File: config.mk
export PLATFORM = sky130hd
export DESIGN_NAME = pwm_multiphase_gen
export DESIGN_NICKNAME = d
export VERILOG_FILES = /design/src/rtl/pwm_pkg.sv /design/src/rtl/pwm_deadtime.sv /design/src/rtl/pwm_multiphase_gen.sv
export SDC_FILE = /design/constraint.sdc
export NUM_CORES = 1
export LEC_CHECK = 0
export ABC_AREA = 1
export BUFFER_PORTS_ARGS = -buffer_cell sky130_fd_sc_hd__buf_2
export CELL_PAD_IN_SITES_DETAIL_PLACEMENT = 0
export CELL_PAD_IN_SITES_GLOBAL_PLACEMENT = 1
export CORE_MARGIN = 5
export CORE_UTILIZATION = 34
export CTS_CLUSTER_SIZE = 28
export DETAILED_ROUTE_END_ITERATION = 10
export GPL_ROUTABILITY_DRIVEN = 0
export GPL_TIMING_DRIVEN = 1
export PLACE_DENSITY = 0.73
export SKIP_LAST_GASP = 1
export SYNTH_ARGS = -nofsm -noshare
export SYNTH_HDL_FRONTEND = slang
export SYNTH_SLANG_ARGS = --single-unit
File: constraint.sdc
create_clock -name clk_i -period 7.44 [get_ports clk_i]
set_clock_uncertainty 0.15 [all_clocks]
set_input_delay 1.116 -clock clk_i [delete_from_list [all_inputs] [get_ports clk_i]]
set_output_delay 1.116 -clock clk_i [all_outputs]
set_load 0.01 [all_outputs]
File: src/rtl/pwm_pkg.sv
// Shared types and helpers for the multiphase PWM generator.
// The counter and dead-time widths live here so the top, the dead-time channels and any
// consumer all agree on one set of types.
package pwm_pkg;

   localparam int unsigned CNT_W = 16;
   localparam int unsigned DT_W  = 8;

   typedef logic [CNT_W-1:0] cnt_t;
   typedef logic [DT_W-1:0]  dt_t;
   // One extra bit so cnt + phase cannot overflow before the wrap subtraction.
   typedef logic [CNT_W:0]   pos_t;

   // Phase-shifted counter position, folded back into 0..period.
   function automatic pos_t wrap_pos(input cnt_t cnt, input cnt_t ph, input cnt_t period);
      pos_t pos;
      pos_t lim;
      pos = {1'b0, cnt} + {1'b0, ph};
      lim = {1'b0, period} + pos_t'(1);
      if (pos >= lim) begin
         pos = pos - lim;
      end
      return pos;
   endfunction

endpackage

File: src/rtl/pwm_deadtime.sv
// Dead-time inserter for one PWM channel.
// Ports:
//   clk_i, rst_ni  clock, asynchronous active-low reset
//   en_i           run enable; low forces both outputs off and preloads the counter
//   raw_i          registered raw PWM level from the compare stage
//   dead_time_i    cycles both sides stay low after every raw edge
//   hi_o, lo_o     complementary gate drives, never high together
module pwm_deadtime
   import pwm_pkg::*;
(
   input  logic clk_i,
   input  logic rst_ni,
   input  logic en_i,
   input  logic raw_i,
   input  dt_t  dead_time_i,
   output logic hi_o,
   output logic lo_o
);

   localparam logic [1:0] StOff    = 2'd0;
   localparam logic [1:0] StHiWait = 2'd1;
   localparam logic [1:0] StLoWait = 2'd2;
   localparam logic [1:0] StDrive  = 2'd3;

   logic [1:0] state_q, state_d;
   logic       lvl_q, lvl_d;
   dt_t        dcnt_q, dcnt_d;
   logic       hi_q, hi_d;
   logic       lo_q, lo_d;

   always_comb begin
      state_d = state_q;
      lvl_d   = lvl_q;
      dcnt_d  = dcnt_q;
      hi_d    = 1'b0;
      lo_d    = 1'b0;
      if (!en_i) begin
         state_d = StOff;
         dcnt_d  = dead_time_i;
      end else if ((state_q == StOff) || (raw_i != lvl_q)) begin
         // Any raw edge (or leaving idle) drops both sides and restarts the dead time.
         lvl_d  = raw_i;
         dcnt_d = dead_time_i;
         if (dead_time_i == '0) begin
            state_d = StDrive;
            hi_d    = raw_i;
            lo_d    = ~raw_i;
         end else begin
            state_d = raw_i ? StHiWait : StLoWait;
         end
      end else begin
         unique case (state_q)
            StHiWait, StLoWait: begin
               if (dcnt_q <= dt_t'(1)) begin
                  state_d = StDrive;
                  hi_d    = lvl_q;
                  lo_d    = ~lvl_q;
               end else begin
                  dcnt_d = dcnt_q - dt_t'(1);
               end
            end
            StDrive: begin
               hi_d = lvl_q;
               lo_d = ~lvl_q;
            end
            default: begin
               state_d = StOff;
            end
         endcase
      end
   end

   always_ff @(posedge clk_i or negedge rst_ni) begin
      if (!rst_ni) begin
         state_q <= StOff;
         lvl_q   <= 1'b0;
         dcnt_q  <= '0;
         hi_q    <= 1'b0;
         lo_q    <= 1'b0;
      end else begin
         state_q <= state_d;
         lvl_q   <= lvl_d;
         dcnt_q  <= dcnt_d;
         hi_q    <= hi_d;
         lo_q    <= lo_d;
      end
   end

   assign hi_o = hi_q;
   assign lo_o = lo_q;

endmodule

File: src/rtl/pwm_multiphase_gen.sv
// N-channel phase-shifted PWM gate-drive generator with shadowed configuration.
// Ports:
//   clk_i, rst_ni         clock, asynchronous active-low reset
//   en_i                  run enable; low = idle, counter at 0, outputs low
//   load_i                1-cycle request to capture the config inputs into shadow
//   period_i              cycles per period minus 1
//   duty_i, phase_i       per-channel high time / counter offset, ch i at [i*CNT_W +: CNT_W]
//   dead_time_i           dead-time cycles shared by all channels
//   ctrl_hi_o, ctrl_lo_o  complementary drives per channel
//   cycle_start_o         registered pulse when the counter is at 0
//   pending_o             shadow holds a config not yet active
module pwm_multiphase_gen
   import pwm_pkg::*;
#(
   parameter int unsigned N_CH = 4
) (
   input  logic                  clk_i,
   input  logic                  rst_ni,
   input  logic                  en_i,
   input  logic                  load_i,
   input  logic [CNT_W-1:0]      period_i,
   input  logic [N_CH*CNT_W-1:0] duty_i,
   input  logic [N_CH*CNT_W-1:0] phase_i,
   input  logic [DT_W-1:0]       dead_time_i,
   output logic [N_CH-1:0]       ctrl_hi_o,
   output logic [N_CH-1:0]       ctrl_lo_o,
   output logic                  cycle_start_o,
   output logic                  pending_o
);

   cnt_t                  period_sh_q, period_sh_d, period_act_q, period_act_d;
   logic [N_CH*CNT_W-1:0] duty_sh_q, duty_sh_d, duty_act_q, duty_act_d;
   logic [N_CH*CNT_W-1:0] phase_sh_q, phase_sh_d, phase_act_q, phase_act_d;
   dt_t                   dt_sh_q, dt_sh_d, dt_act_q, dt_act_d;
   logic                  pending_q, pending_d;
   cnt_t                  cnt_q, cnt_d;
   logic                  cs_q, cs_d;
   logic [N_CH-1:0]       raw_q, raw_d;
   logic                  wrap, apply;

   always_comb begin
      wrap  = en_i && (cnt_q == period_act_q);
      apply = wrap || !en_i;

      period_sh_d = load_i ? period_i    : period_sh_q;
      duty_sh_d   = load_i ? duty_i      : duty_sh_q;
      phase_sh_d  = load_i ? phase_i     : phase_sh_q;
      dt_sh_d     = load_i ? dead_time_i : dt_sh_q;

      // Sourcing from the *_d shadow lets a load coinciding with the wrap take effect there.
      period_act_d = apply ? period_sh_d : period_act_q;
      duty_act_d   = apply ? duty_sh_d   : duty_act_q;
      phase_act_d  = apply ? phase_sh_d  : phase_act_q;
      dt_act_d     = apply ? dt_sh_d     : dt_act_q;

      if (apply) begin
         pending_d = 1'b0;
      end else if (load_i) begin
         pending_d = 1'b1;
      end else begin
         pending_d = pending_q;
      end

      cnt_d = (!en_i || wrap) ? '0 : cnt_q + cnt_t'(1);
      cs_d  = en_i && (cnt_q == '0);
   end

   for (genvar i = 0; i < N_CH; i++) begin : g_ch
      cnt_t duty_c;
      cnt_t phase_c;
      cnt_t ph_c;
      pos_t pos_c;

      assign duty_c  = duty_act_q[i*CNT_W +: CNT_W];
      assign phase_c = phase_act_q[i*CNT_W +: CNT_W];
      assign ph_c    = (phase_c > period_act_q) ? period_act_q : phase_c;
      assign pos_c   = wrap_pos(cnt_q, ph_c, period_act_q);
      assign raw_d[i] = (pos_c < {1'b0, duty_c});

      pwm_deadtime u_deadtime (
         .clk_i       (clk_i),
         .rst_ni      (rst_ni),
         .en_i        (en_i),
         .raw_i       (raw_q[i]),
         .dead_time_i (dt_act_q),
         .hi_o        (ctrl_hi_o[i]),
         .lo_o        (ctrl_lo_o[i])
      );
   end

   always_ff @(posedge clk_i or negedge rst_ni) begin
      if (!rst_ni) begin
         period_sh_q  <= '0;
         duty_sh_q    <= '0;
         phase_sh_q   <= '0;
         dt_sh_q      <= '0;
         period_act_q <= '0;
         duty_act_q   <= '0;
         phase_act_q  <= '0;
         dt_act_q     <= '0;
         pending_q    <= 1'b0;
         cnt_q        <= '0;
         cs_q         <= 1'b0;
         raw_q        <= '0;
      end else begin
         period_sh_q  <= period_sh_d;
         duty_sh_q    <= duty_sh_d;
         phase_sh_q   <= phase_sh_d;
         dt_sh_q      <= dt_sh_d;
         period_act_q <= period_act_d;
         duty_act_q   <= duty_act_d;
         phase_act_q  <= phase_act_d;
         dt_act_q     <= dt_act_d;
         pending_q    <= pending_d;
         cnt_q        <= cnt_d;
         cs_q         <= cs_d;
         raw_q        <= raw_d;
      end
   end

   assign cycle_start_o = cs_q;
   assign pending_o     = pending_q;

   a_no_shoot_through: assert property (@(posedge clk_i) disable iff (!rst_ni)
      ((ctrl_hi_o & ctrl_lo_o) == '0));

endmodule

==> reports/results.ini <==
[final_layout]
fin_util_pct = 39.0
fin_cells = 4874
fillers = 8270
register_area_um2 = 9460
drive_above_1_share_pct = 8.82
stdcell_area_um2 = 30300
multi_input_area_um2 = 15400
syn_to_final_growth_pct = 13.3
layout.nets = 4244

[sta]
rsz0062_at_grt = true
fin_crit_sh_pct = 94.1
min_period_ns = 7.00
max_slew_margin_pct = 16.3
setup_viol = 0
finalHoldViolations = 0
tns_ns = 0
maxSlewViolCount = 0
max_freq_ghz = 0.143
worst-slew-pin-transition_ns = 1.25

[pwr]
leakage_nw = 16.0
ir_drop_mv = 0.177
power_mw = 9.27
p_per_area_nw_per_um2 = 306

[min_path]
holdCritStartpoint = phase_sh_q[34]
min_path_type = reg2reg
min_path_cells = 2
holdPathEnd = phase_sh_q[34]

[route]
highest_layer = met4
vias = 23956
drc = 0
wl_met1_um = 41200
route.met2.wl_um = 36300
vias_per_cell = 4.92
drt_iter0_drc = 1777
wl_per_cell_um = 17.4
drt-total-wl_um = 84800
wl_met3_um = 4400
drtAntennaViolNets = 0
drt-pass1-iter-count = 5

[placement]
dp_hpwl_um = 64900
dp.cells = 4791
placed_area_um2 = 28800
io_buffer_count = 165

[die]
die_w_um = 290
die_h_um = 290
rows = 102
io_pins = 166
coreArea_um2 = 77700
start_util_pct = 34.4
dieArea_um2 = 84400

[clock_tree]
clkLatencyLatePin_ns = 0.60
cts_max_level = 2
cts_tree = built
cts-root-buf = clkbuf_16
clk_pin_slew_ns = 0.07
clk_path_buf_depth = 3
cts_sinks = 378
numCtsBuffers = 44
hold_buffers = 0

[critical_path]
crit_top_cell = nor2_1
crit_fanout = 23
reg2reg_depth = 39
r2r_start = period_act_q[10]
worstPathRequired_ns = 7.79
critPathArrivalTime_ns = 7.35
crit_family = simple AND/OR/NAND/NOR gates
cp_slowest_cell = o21ai_0
end_kind = register
reg2reg_slack_ns = 0.44
reg2reg_to = raw_q[0]
slowest_delay_ns = 0.50
critical_path_class = reg2reg
startpoint_type = register
path_buf_inv = 6

[yosys]
synth_edf_count = 0
synth_seq_cells = 378
netlist.top_cell.by_area = dfrtp_1
ys.flop_type = dfrtp_1
synth_commonest_cells = 1304 x nand2_1, 378 x dfrtp_1, 340 x inv_1
synth_nets = 4085
ys_types = 54
yosys-top-cells-area = dfrtp_1 35%, nand2_1 18%, ha_1 13%
synth_warnings = 0
ys_seq_area_share_pct = 35.4
syn_area_per_cell_um2 = 7.35
synth.top_cell.area_share_pct = 35.4
synthArstFlopShare_pct = 100
synth_area_um2 = 26700
yosys.cell_count.top_type = nand2_1
synth_cells = 3640

[grt]
antenna_found_initial = 0
overflow = 0
grt_max_degree = 148
grt_pass1_wl_um = 133000
grt.total_usage_pct = 19.5
grt_pass1_vias = 23341

[run]
drv_cap = 0

[outcome]
status = completed

==> per-stage QoR <==
stage / hold WS (ns) / worst slack, ns
global placement: 0.303 / 0.240
finish: 0.317 / 0.442
detailed placement: 0.306 / 0.167
floorplan: 0.288 / 1.41
CTS: 0.320 / 0.143
global route: 0.337 / -0.120
==> where the power goes <==
group          total, mW  switching (mW)  internal [mW]
clock network       2.18           0.918           1.26
registers           2.59           0.234           2.35
logic               4.50            2.84           1.66
==> layout by cell type, fill, tap and decap left out, types with 5 or more instances in the layout <==
cell type	instances
nand2_1	1303
dfrtp_1	378
inv_1	337
ha_1	281
o21ai_0	257
a21oi_1	197
nor2_1	195
nand3_1	171
buf_2	163
xnor2_1	66
xor2_1	65
buf_4	51
clkbuf_16	45
nand4_1	35
nor3_1	31
a21o_1	21
o21ai_1	20
o21bai_1	16
o211ai_1	15
o221ai_1	14
inv_2	12
clkbuf_1	11
clkbuf_8	10
nor3_2	9
nor4_1	8
a211oi_1	8
fa_1	8
a31oi_1	7
nor3b_1	7
o21a_1	6
nand3b_1	6
o31ai_1	6
o22ai_1	6
a21boi_0	5
clkinvlp_4	5
clkinv_2	5
buf_12	5
==> flip-flops by register name, summed over array words and instances, names as in the netlist <==
signal,flops
period_sh_q,16
g_ch.u_deadtime.lo_o,4
cnt_q,16
phase_sh_q,64
g_ch.u_deadtime.dcnt_q,32
cycle_start_o,1
dt_sh_q,8
period_act_q,16
g_ch.u_deadtime.hi_o,4
g_ch.u_deadtime.lvl_q,4
pending_o,1
phase_act_q,64
duty_act_q,64
raw_q,4
g_ch.u_deadtime.state_q,8
duty_sh_q,64
dt_act_q,8
==> final cells by class <==
| class | instances | area share [%] |
|---|---|---|
| Timing Repair Buffer | 220 | 4.34 |
| Multi-Input combinational cell | 2802 | 50.9 |
| Antenna cell | 1 | 0.00826 |
| Tap cell | 1040 | 4.30 |
| Timing Repair inverter | 1 | 0.0248 |
| Clock buffer | 66 | 4.31 |
| Clock inverter | 14 | 0.475 |
| Sequential cell | 378 | 31.2 |
| Inverter | 352 | 4.39 |
==> what timing repair did <==
item	4_1_cts	5_1_grt
setup endpoints to repair	0	4
resized for setup	0	26
setup buffers	0	1
==> cells by family (layout without fill, tap and decap cells) <==
group | Yosys count | count (layout) | synth area share, %
simple gates | 1786 | 1786 | 27.1
compound gates | 596 | 596 | 12.4
buf+inv | 460 | 653 | 7.10
flops | 378 | 378 | 35.4
fa+ha+maj | 289 | 289 | 13.7
xor+xnor | 131 | 131 | 4.29
other cells | 0 | 1 | 0
==> how the worst max path moves through the flow <==
stage / startpoint / endpoint / slack (ns) / depth (start not counted)
after global placement: period_act_q[1] / raw_q[0] / 0.24 / 42
after global routing: period_act_q[1] / raw_q[0] / -0.12 / 42
after CTS: period_act_q[1] / raw_q[0] / 0.14 / 42
after detailed placement: period_act_q[1] / raw_q[0] / 0.17 / 42
after floorplan: period_act_q[1] / raw_q[1] / 1.41 / 46
final: period_act_q[10] / raw_q[0] / 0.44 / 39
==> metal layers <==
metal  GRT usage [%]  vias up
met1            28.2    11126
met4            5.97        0
met5               0        -
met2            30.0      483
li1                -    12233
met3            3.22      114
==> worst reg2reg max path: cells and delay by family, from the launching register on <==
family,cells,cell delay [ns]
AO/OA/AOI/OAI,8,1.76
AND/OR/NAND/NOR,20,2.17
buffers and inverters,6,0.80
flip-flops,1,0.43
XOR/XNOR,1,0.20
adder cells (fa/ha/maj),4,1.39
Power figures use the tool's default switching activity.
